==> config.mk <==
export PLATFORM = sky130hd
export DESIGN_NAME = apu_mixer
export DESIGN_NICKNAME = d
export VERILOG_FILES = /design/src/rtl/apu_mixer.sv
export SDC_FILE = /design/constraint.sdc
export NUM_CORES = 1
export LEC_CHECK = 0
export ABC_CLOCK_PERIOD_IN_PS = 4500
export CORE_ASPECT_RATIO = 1.1
export CORE_MARGIN = 10
export CORE_UTILIZATION = 45
export DETAILED_ROUTE_END_ITERATION = 16
export PLACE_DENSITY = 0.68
export SETUP_SLACK_MARGIN = 0.5
export SLEW_MARGIN = 20
export SYNTH_ARGS = -nofsm -noshare
export SYNTH_HDL_FRONTEND = slang
export SYNTH_SLANG_ARGS = --single-unit
export TNS_END_PERCENT = 20
==> constraint.sdc <==
create_clock -name clk -period 4.5 [get_ports clk]
set_input_delay 0.45 -clock clk [delete_from_list [all_inputs] [get_ports clk]]
set_output_delay 0.45 -clock clk [all_outputs]
set_load 0.02 [all_outputs]
==> src/rtl/apu_mixer.sv <==
// apu_mixer: snapshots four 4-bit APU channel levels on a sample strobe and
// sums the enabled ones serially through a single adder. The sum is scaled by
// a 3-bit master volume and the 6-bit result is held with a valid/ready
// handshake for the PWM stage.
// Optional feature macro: APU_MIXER_HPF_EN adds a first-order DC blocker
// that re-centres the output around 32.
module apu_mixer #(
  parameter int HPF_SHIFT = 4
) (
  input  logic       clk,
  input  logic       reset,
  input  logic       sample_strobe,
  input  logic [3:0] ch1,
  input  logic [3:0] ch2,
  input  logic [3:0] ch3,
  input  logic [3:0] ch4,
  input  logic [3:0] ch_enable,
  input  logic [2:0] master_vol,
  input  logic       mute,
  input  logic       out_ready,
  output logic [5:0] audio_out,
  output logic       out_valid,
  output logic       busy,
  output logic       overrun
);

  typedef enum logic [1:0] {IDLE, ACC, SCALE, HOLD} state_t;

`ifdef APU_MIXER_HPF_EN
  localparam logic [5:0] AUDIO_RST = 6'd32;
  localparam int         CW        = 6 + HPF_SHIFT;

  // Saturate the re-centred filter output into the unsigned 6-bit range.
  function automatic logic [5:0] clamp6(input logic signed [7:0] v);
    if (v < 8'sd0)       clamp6 = 6'd0;
    else if (v > 8'sd63) clamp6 = 6'd63;
    else                 clamp6 = v[5:0];
  endfunction

  logic [CW-1:0]      cap_acc_q, cap_acc_d;
  logic [5:0]         cap_int;
  logic signed [7:0]  hpf_val;
`else
  localparam logic [5:0] AUDIO_RST = 6'd0;
`endif

  state_t      state_q, state_d;
  logic [1:0]  idx_q, idx_d;
  logic [5:0]  acc_q, acc_d;
  logic [15:0] sh_ch_q, sh_ch_d;
  logic [3:0]  sh_en_q, sh_en_d;
  logic [2:0]  sh_vol_q, sh_vol_d;
  logic        sh_mute_q, sh_mute_d;
  logic [5:0]  audio_q, audio_d;
  logic        valid_q, valid_d;
  logic        busy_q, busy_d;
  logic        overrun_q, overrun_d;

  logic [3:0]  cur_ch;
  logic [3:0]  addend;
  logic [3:0]  vol_p1;
  logic [8:0]  product;
  logic [5:0]  scaled;

  // Next-state and datapath: serial accumulate, scale, then hold for handshake.
  always_comb begin
    state_d   = state_q;
    idx_d     = idx_q;
    acc_d     = acc_q;
    sh_ch_d   = sh_ch_q;
    sh_en_d   = sh_en_q;
    sh_vol_d  = sh_vol_q;
    sh_mute_d = sh_mute_q;
    audio_d   = audio_q;
    valid_d   = valid_q;

    cur_ch  = sh_ch_q[{idx_q, 2'b00} +: 4];
    addend  = sh_en_q[idx_q] ? cur_ch : 4'd0;
    vol_p1  = {1'b0, sh_vol_q} + 4'd1;
    product = {3'b000, acc_q} * {5'b00000, vol_p1};
    scaled  = product[8:3];

`ifdef APU_MIXER_HPF_EN
    cap_acc_d = cap_acc_q;
    cap_int   = cap_acc_q[CW-1 -: 6];
    hpf_val   = 8'sd32 + $signed({2'b00, scaled}) - $signed({2'b00, cap_int});
`endif

    // Any strobe outside IDLE, including the handshake cycle, is dropped.
    overrun_d = overrun_q | (sample_strobe && (state_q != IDLE));

    case (state_q)
      IDLE: begin
        if (sample_strobe) begin
          sh_ch_d   = {ch4, ch3, ch2, ch1};
          sh_en_d   = ch_enable;
          sh_vol_d  = master_vol;
          sh_mute_d = mute;
          acc_d     = 6'd0;
          idx_d     = 2'd0;
          state_d   = ACC;
        end
      end
      ACC: begin
        acc_d = acc_q + {2'b00, addend};
        idx_d = idx_q + 2'd1;
        if (idx_q == 2'd3) state_d = SCALE;
      end
      SCALE: begin
`ifdef APU_MIXER_HPF_EN
        if (sh_mute_q) begin
          audio_d = 6'd32;
        end else begin
          audio_d   = clamp6(hpf_val);
          cap_acc_d = cap_acc_q + CW'(scaled) - CW'(cap_int);
        end
`else
        audio_d = sh_mute_q ? 6'd0 : scaled;
`endif
        valid_d = 1'b1;
        state_d = HOLD;
      end
      HOLD: begin
        if (out_ready) begin
          valid_d = 1'b0;
          state_d = IDLE;
        end
      end
      default: state_d = IDLE;
    endcase

    busy_d = (state_d != IDLE);
  end

  // State register; reset abandons any sample in flight.
  always_ff @(posedge clk or posedge reset) begin
    if (reset) begin
      state_q   <= IDLE;
      idx_q     <= 2'd0;
      acc_q     <= 6'd0;
      sh_ch_q   <= 16'd0;
      sh_en_q   <= 4'd0;
      sh_vol_q  <= 3'd0;
      sh_mute_q <= 1'b0;
      audio_q   <= AUDIO_RST;
      valid_q   <= 1'b0;
      busy_q    <= 1'b0;
      overrun_q <= 1'b0;
`ifdef APU_MIXER_HPF_EN
      cap_acc_q <= '0;
`endif
    end else begin
      state_q   <= state_d;
      idx_q     <= idx_d;
      acc_q     <= acc_d;
      sh_ch_q   <= sh_ch_d;
      sh_en_q   <= sh_en_d;
      sh_vol_q  <= sh_vol_d;
      sh_mute_q <= sh_mute_d;
      audio_q   <= audio_d;
      valid_q   <= valid_d;
      busy_q    <= busy_d;
      overrun_q <= overrun_d;
`ifdef APU_MIXER_HPF_EN
      cap_acc_q <= cap_acc_d;
`endif
    end
  end

  assign audio_out = audio_q;
  assign out_valid = valid_q;
  assign busy      = busy_q;
  assign overrun   = overrun_q;

endmodule

==> results of run 1 <==
per-layer routing:
layer / routed length [um] / GRT usage (%)
met3: 234 / 3.58
met5: 0 / 0
met1: 2020 / 12.7
met4: 35 / 3.09
met2: 2520 / 19.8
sequential cells by signal, summed over array words and instances (netlist names):
| signal | count |
|---|---|
| out_valid | 1 |
| state_q | 2 |
| busy | 1 |
| acc_q | 6 |
| sh_en_q | 4 |
| sh_ch_q | 16 |
| audio_out | 6 |
| sh_mute_q | 1 |
| overrun | 1 |
| sh_vol_q | 3 |
| idx_q | 2 |
cells in the mapped netlist:
| library cell | number |
|---|---|
| inv_1 | 15 |
| and2_1 | 11 |
| o41ai_2 | 1 |
| nand2_1 | 19 |
| and3_1 | 3 |
| nand2b_1 | 7 |
| buf_2 | 3 |
| dfrtp_1 | 43 |
| mux2i_1 | 1 |
| a22o_1 | 7 |
| o21ai_0 | 7 |
| clkbuf_1 | 2 |
| mux2_1 | 1 |
| nand3_1 | 1 |
| nand3b_4 | 1 |
| nor2b_1 | 2 |
| mux4_2 | 5 |
| a21oi_1 | 8 |
| nand3b_1 | 1 |
| a211oi_1 | 1 |
| a31oi_1 | 1 |
| or4_1 | 1 |
| nor2_1 | 9 |
| o21a_1 | 2 |
| buf_4 | 2 |
| xnor2_1 | 3 |
| nor3b_4 | 1 |
| and2b_1 | 1 |
| o31ai_1 | 1 |
| ha_1 | 16 |
| o211ai_1 | 1 |
| a21o_1 | 2 |
| or3_1 | 1 |
| nor3_1 | 1 |
| nor3b_1 | 2 |
| o2111ai_1 | 1 |
| xor2_1 | 5 |
| nand4_1 | 2 |
| fa_1 | 9 |
| or2_2 | 1 |
| mux2_2 | 24 |
cell families after synthesis:
| logic type | after synthesis |
|---|---|
| multiplexers | 31 |
| AO/OA/AOI/OAI | 32 |
| AND/OR/NAND/NOR | 64 |
| XOR/XNOR | 8 |
| buffers and inverters | 22 |
| adder cells (fa/ha/maj) | 25 |
| flip-flops | 43 |
metrics by stage:
| stage | setup slack [ns] | util (%) | area [um^2] | cells |
|---|---|---|---|---|
| floorplan | 1.16 | - | 2610 | 225 |
| global placement | 1.06 | 53.3 | 3040 | 333 |
| detailed placement | 0.922 | 53.3 | 3040 | 333 |
| CTS | 0.924 | 55.2 | 3140 | 340 |
| global route | 0.794 | 55.2 | 3140 | 340 |
| finish | 0.939 | 55.2 | 3140 | 340 |
layout make-up:
cell class	count	area, um^2
Tap cell	77	96.3
Fill cell	501	2550
Multi-Input combinational cell	160	1440
Clock buffer	6	72.6
Sequential cell	43	1080
Clock inverter	1	30.0
Timing Repair Buffer	38	375
Inverter	15	56.3
path summary, 6_finish.rpt:
path	depth (start not counted)	slack (ns)	from	endpoint
max	12	0.94	sh_vol_q[0]$_DFFE_PP0P_	audio_out[4]$_DFFE_PP0P_
min	1	0.48	overrun$_DFF_PP0_	overrun$_DFF_PP0_
max reg2reg	12	0.94	sh_vol_q[0]$_DFFE_PP0P_	audio_out[4]$_DFFE_PP0P_
max in group asynchronous	3	3.52	reset	sh_vol_q[1]$_DFFE_PP0P_
min reg2reg	1	0.48	overrun$_DFF_PP0_	overrun$_DFF_PP0_
min in group asynchronous	3	0.60	reset	state_q[1]$_DFF_PP0_
worst reg2reg max path, cell delays in order, from the launching register on:
cell     delay [ns]
dfrtp_1        0.46
ha_1           0.24
xor2_1         0.19
and2_1         0.21
fa_1           0.50
inv_1          0.05
fa_1           0.53
inv_1          0.04
ha_1           0.36
nand4_1        0.13
or3_1          0.38
and3_1         0.18
o41ai_2        0.20
where the power goes:
group | internal [W] | leakage (nW) | switching [W]
sequential | 0.000567 | 0.516 | 0.000175
clock | 0.000163 | 0.0513 | 0.000125
combinational | 0.000679 | 0.846 | 0.000656
total | 0.00141 | 1.41 | 0.000956
==> flow_summary.json, run 1 <==
{
  "status": "complete, no violations",
  "slew_violations": 0,
  "yosysTopAreaCell": "dfrtp_1",
  "antenna_found_initial": 0,
  "track_usage_pct": 11.2,
  "yosysSeqAreaShare_pct": 41.3,
  "dpl.hpwl_um": 3800,
  "synth-seq-cells": 43,
  "clk_latency_ns": 0.29,
  "cp_slowest_cell": "fa_1",
  "synth_adder_area_share_pct": 14.6,
  "root_buffer": "clkbuf_8",
  "synthSimpleGateAreaFrac_pct": 13.8,
  "hold_ws_ns": 0.479,
  "fin_setup_tns_ns": 0,
  "power_density_nw_per_um2": 753,
  "end_kind": "register",
  "max_cap_violations": 0,
  "synth_fp_nets": 278,
  "dieWidth_um": 92.5,
  "drt_iter0_drc": 67,
  "cts_tree": "built",
  "clock-sinks": 43,
  "slew_headroom_pct": 64.0,
  "post_synth.cell_area_avg_um2": 11.6,
  "clk_pin_slew_worst_paths_ns": 0.08,
  "period_minus_slack_ns": 3.56,
  "layout.nets": 316,
  "io_pins": 37,
  "criticalPathCategory": "reg -> reg",
  "diodes": 0,
  "ys_types": 41,
  "hold_path_class": "reg -> reg",
  "grt_pass1_wl_um": 8560,
  "rsz0062_at_grt": "false",
  "skew_ns": 0.00639,
  "max_stage_delay_ns": 0.53,
  "routed_wl_um": 4810,
  "synth_top_family_by_area": "multiplexers",
  "path_cells": "ha_1, xor2_1, and2_1, fa_1, inv_1, fa_1, inv_1, ha_1, nand4_1, or3_1, and3_1, o41ai_2",
  "ant_nets": 0,
  "grt_pass1_vias": 1894,
  "setup_viol": 0,
  "worstMarginPinSlew_ns": 0.540,
  "wire_per_inst_um": 14.1,
  "synth_compound_area_share_pct": 8.45,
  "start_kind": "register",
  "layout_common_cells": "dfrtp_1 (43), clkdlybuf4s50_1 (36), mux2_2 (24)",
  "yosys.area.top_type_share_pct": 41.3,
  "globalplace.congestion": 0.914,
  "fin_crit_sh_pct": 79.1,
  "max_freq_mhz": 281,
  "finalPower_w": 0.00236,
  "arrival_ns": 3.75,
  "cts_inserted_buffers": 5,
  "core-area_um2": 5700,
  "vias": 1754,
  "initial_core_util_pct": 45.7,
  "worst_path_dominant_cell_family": "adder cells",
  "vias_per_cell": 5.16,
  "hold_viol": 0,
  "numPortBuffers": 36,
  "synth_xor_area_share_pct": 2.69,
  "max-vdd-ir-drop_mv": 0.292,
  "htree_levels": 2,
  "rows": 29,
  "grt_max_degree": 44,
  "post_cts_buffers": 0,
  "cts_hold_buf": 0,
  "clock_path_buffers": 2,
  "route.detailed.drc": 0,
  "grt_overflow": 0,
  "die_area_um2": 9240,
  "postCtsResizedCells": 0,
  "drive_above_1_share_pct": 15.6,
  "chipHeight_um": 99.8,
  "critPathMaxFanout": 9,
  "firstDrtPassIters": 4,
  "cp.buffers_inverters": 2,
  "syn-instance-count": 225,
  "syn_area_um2": 2600,
  "power.leakage_nw": 1.41,
  "synth_warnings": 0,
  "synth.mux.area_fraction_pct": 15.5,
  "synthTopCellsByArea": "dfrtp_1 (41%), mux2_2 (10%), ha_1 (7.7%)",
  "layout_commonest_cell": "dfrtp_1",
  "cp_data_required_time_ns": 4.69,
  "syn_to_final_growth_pct": 20.6
}
Power figures use the tool's default switching activity.
==> run 2, diff against run 1 <==
--- a/config.mk
+++ b/config.mk
@@ -5,12 +5,12 @@
 export SDC_FILE = /design/constraint.sdc
 export NUM_CORES = 1
 export LEC_CHECK = 0
-export ABC_CLOCK_PERIOD_IN_PS = 4500
+export ABC_CLOCK_PERIOD_IN_PS = 3020
 export CORE_ASPECT_RATIO = 1.1
 export CORE_MARGIN = 10
 export CORE_UTILIZATION = 45
 export DETAILED_ROUTE_END_ITERATION = 16
-export PLACE_DENSITY = 0.68
+export PLACE_DENSITY = 0.7
 export SETUP_SLACK_MARGIN = 0.5
 export SLEW_MARGIN = 20
 export SYNTH_ARGS = -nofsm -noshare
==> constraint.sdc (replaced) <==
create_clock -name clk -period 3.02 [get_ports clk]
set_input_delay 0.302 -clock clk [delete_from_list [all_inputs] [get_ports clk]]
set_output_delay 0.302 -clock clk [all_outputs]
set_load 0.02 [all_outputs]
==> run 2 against run 1 <==
- the flow now finishes with violations (setup timing)
- die area is the same
- combinational power rose by 82%
- wire length up 3.3%
- core utilization increased by 2.9 points
- via count is 1.5% higher
- largest cell class unchanged
==> flow_summary.json, run 2 (synthesis gave the netlist of run 1 again) <==
{
  "drive_above_1_share_pct": 25.1,
  "power_density_nw_per_um2": 1180,
  "syn_to_final_growth_pct": 26.9,
  "slew_headroom_pct": 47.0,
  "clock_path_buffers": 2,
  "grt_overflow": 0,
  "rows": 29,
  "largest_register_ffs": 16,
  "clock-sinks": 43,
  "p_comb_share_pct": 62.5,
  "layout.nets": 328,
  "fin_ws_ns": -0.119,
  "reg2reg_depth": 12,
  "hold_ws_ns": 0.358,
  "io_pins": 37,
  "routed_wl_um": 4970,
  "max_freq_mhz": 319,
  "rsz0062_at_grt": "true",
  "cts_hold_buf": 0,
  "criticalPathCategory": "reg -> reg",
  "firstDrtPassIters": 4,
  "max_stage_delay_ns": 0.49,
  "vias": 1781,
  "design_area_um2": 3310,
  "top_register": "sh_ch_q",
  "dpl_worst_slack_ns": -0.169,
  "power_frac_clock_pct": 9.4,
  "worstMarginPinSlew_ns": 0.790,
  "root_buffer": "clkbuf_8",
  "clk_latency_ns": 0.29,
  "cp_data_required_time_ns": 3.21,
  "dieWidth_um": 92.5,
  "vias_per_cell": 5.06,
  "arrival_ns": 3.33,
  "max-vdd-ir-drop_mv": 0.447,
  "chipHeight_um": 99.8,
  "grt_pass1_vias": 1967,
  "antenna_found_initial": 0,
  "grt_max_degree": 25,
  "core-area_um2": 5700,
  "htree_levels": 2,
  "layout_common_cells": "dfrtp_1 (41), clkdlybuf4s50_1 (36), mux2_2 (24)",
  "max_cap_violations": 0,
  "diodes": 0,
  "seqPwrFrac_pct": 28.1,
  "drt_iter0_drc": 26,
  "end_kind": "register",
  "p_int_w": 0.00235,
  "grt_pass1_wl_um": 8740,
  "fin_crit_sh_pct": 104,
  "hold_viol": 0,
  "initial_core_util_pct": 45.7,
  "layout_commonest_cell": "dfrtp_1",
  "critPathMaxFanout": 6,
  "failed_checks": "setup timing",
  "hold_path_class": "in -> async",
  "status": "finished with violations",
  "cts_inserted_buffers": 5,
  "path_cells": "ha_4, xor2_4, and2_4, fa_1, inv_1, fa_1, inv_2, ha_4, nand4_1, or3_1, and3_4, o41ai_2",
  "n_fill_cell": 496,
  "track_usage_pct": 11.6,
  "slew_violations": 0,
  "cts_tree": "built",
  "swShare_pct": 39.8,
  "post_cts_buffers": 0,
  "p_sw_w": 0.00155,
  "cp_slowest_cell": "fa_1",
  "globalplace.congestion": 0.900,
  "power.leakage_nw": 1.47,
  "wire_per_inst_um": 14.1,
  "setup_viol": 3,
  "start_kind": "register",
  "clk_pin_slew_worst_paths_ns": 0.08,
  "die_area_um2": 9240,
  "ant_nets": 0,
  "route.detailed.drc": 0,
  "detailed_place.area_um2": 3170,
  "period_minus_slack_ns": 3.14,
  "numPortBuffers": 36,
  "skew_ns": 0.00587,
  "dpl.hpwl_um": 4010
}
==> run 2: changes by cell type in the layout (fill, tap and decap cells not counted), moves of 2 or more <==
cell	delta
ha_4	+3
dfrtp_1	-2
buf_4	+11
o21ai_1	+3
o21ai_0	-3
a21oi_2	+3
a21oi_1	-3
ha_1	-3
inv_2	+2
inv_1	-2
dfrtp_2	+2
==> run 2: final timing paths <==
path                                    startpoint                       end  slack, ns
max                        sh_vol_q[0]$_DFFE_PP0P_  audio_out[4]$_DFFE_PP0P_      -0.12
min                                          reset      idx_q[1]$_DFFE_PP0P_       0.36
max reg2reg                sh_vol_q[0]$_DFFE_PP0P_  audio_out[4]$_DFFE_PP0P_      -0.12
min reg2reg                      overrun$_DFF_PP0_         overrun$_DFF_PP0_       0.48
max in group asynchronous                    reset    sh_en_q[1]$_DFFE_PP0P_       2.08
min in group clk                 overrun$_DFF_PP0_         overrun$_DFF_PP0_       0.48
==> run 2: layout make-up <==
type / instances / area (um^2) / area share, %
multi-input combinational: 160 / 1520 / 45.9
sequential: 43 / 1080 / 32.6
timing repair buffer: 50 / 469 / 14.2
tap: 77 / 96.3 / 2.91
clock buffer: 6 / 82.6 / 2.50
inverter: 15 / 56.3 / 1.70
clock inverter: 1 / 5.00 / 0.151
==> run 2: power groups by stage <==
| stage | clock [W] | sequential [W] | combinational (W) |
|---|---|---|---|
| 2_1_floorplan | 0 | 0.00106 | 0.00168 |
| 3_3_place_gp | 0 | 0.00108 | 0.00229 |
| 3_5_place_dp | 0 | 0.00110 | 0.00235 |
| 4_1_cts | 0.000380 | 0.00110 | 0.00241 |
| 5_1_grt | 0.000412 | 0.00114 | 0.00274 |
| 6_report | 0.000367 | 0.00109 | 0.00244 |
==> run 2: per-stage QoR <==
stage	utilization [%]	setup TNS (ns)	total power, W	instances
finish	58.0	-0.149	0.00390	352
global route	58.0	-0.771	0.00429	352
CTS	57.8	-0.133	0.00389	352
detailed placement	55.6	-0.522	0.00345	345
global placement	55.6	-0.206	0.00338	345
floorplan	-	-0.102	0.00273	225
==> run 2: timing repair <==
item,in CTS,in global routing
endpoints found under the setup margin,8,9
pin swaps,5,2
resized for setup,9,5
gates cloned,0,0
==> run 2: critical path, delay by kind of cell, from the launching register on <==
family,cells,cell delay (ns)
AO/OA/AOI/OAI,1,0.18
XOR/XNOR,1,0.16
adder cells (fa/ha/maj),4,1.42
buffers and inverters,2,0.10
flip-flops,1,0.43
AND/OR/NAND/NOR,4,0.74
==> run 2: layer usage <==
layer  vias up  GRT usage [%]  part of all wire [%]
met5         -              0                     0
met4         0           6.29                   3.5
met3        12           3.51                   4.1
met2        32           20.1                    52
met1       857           12.4                    41
li1        880              -                     -
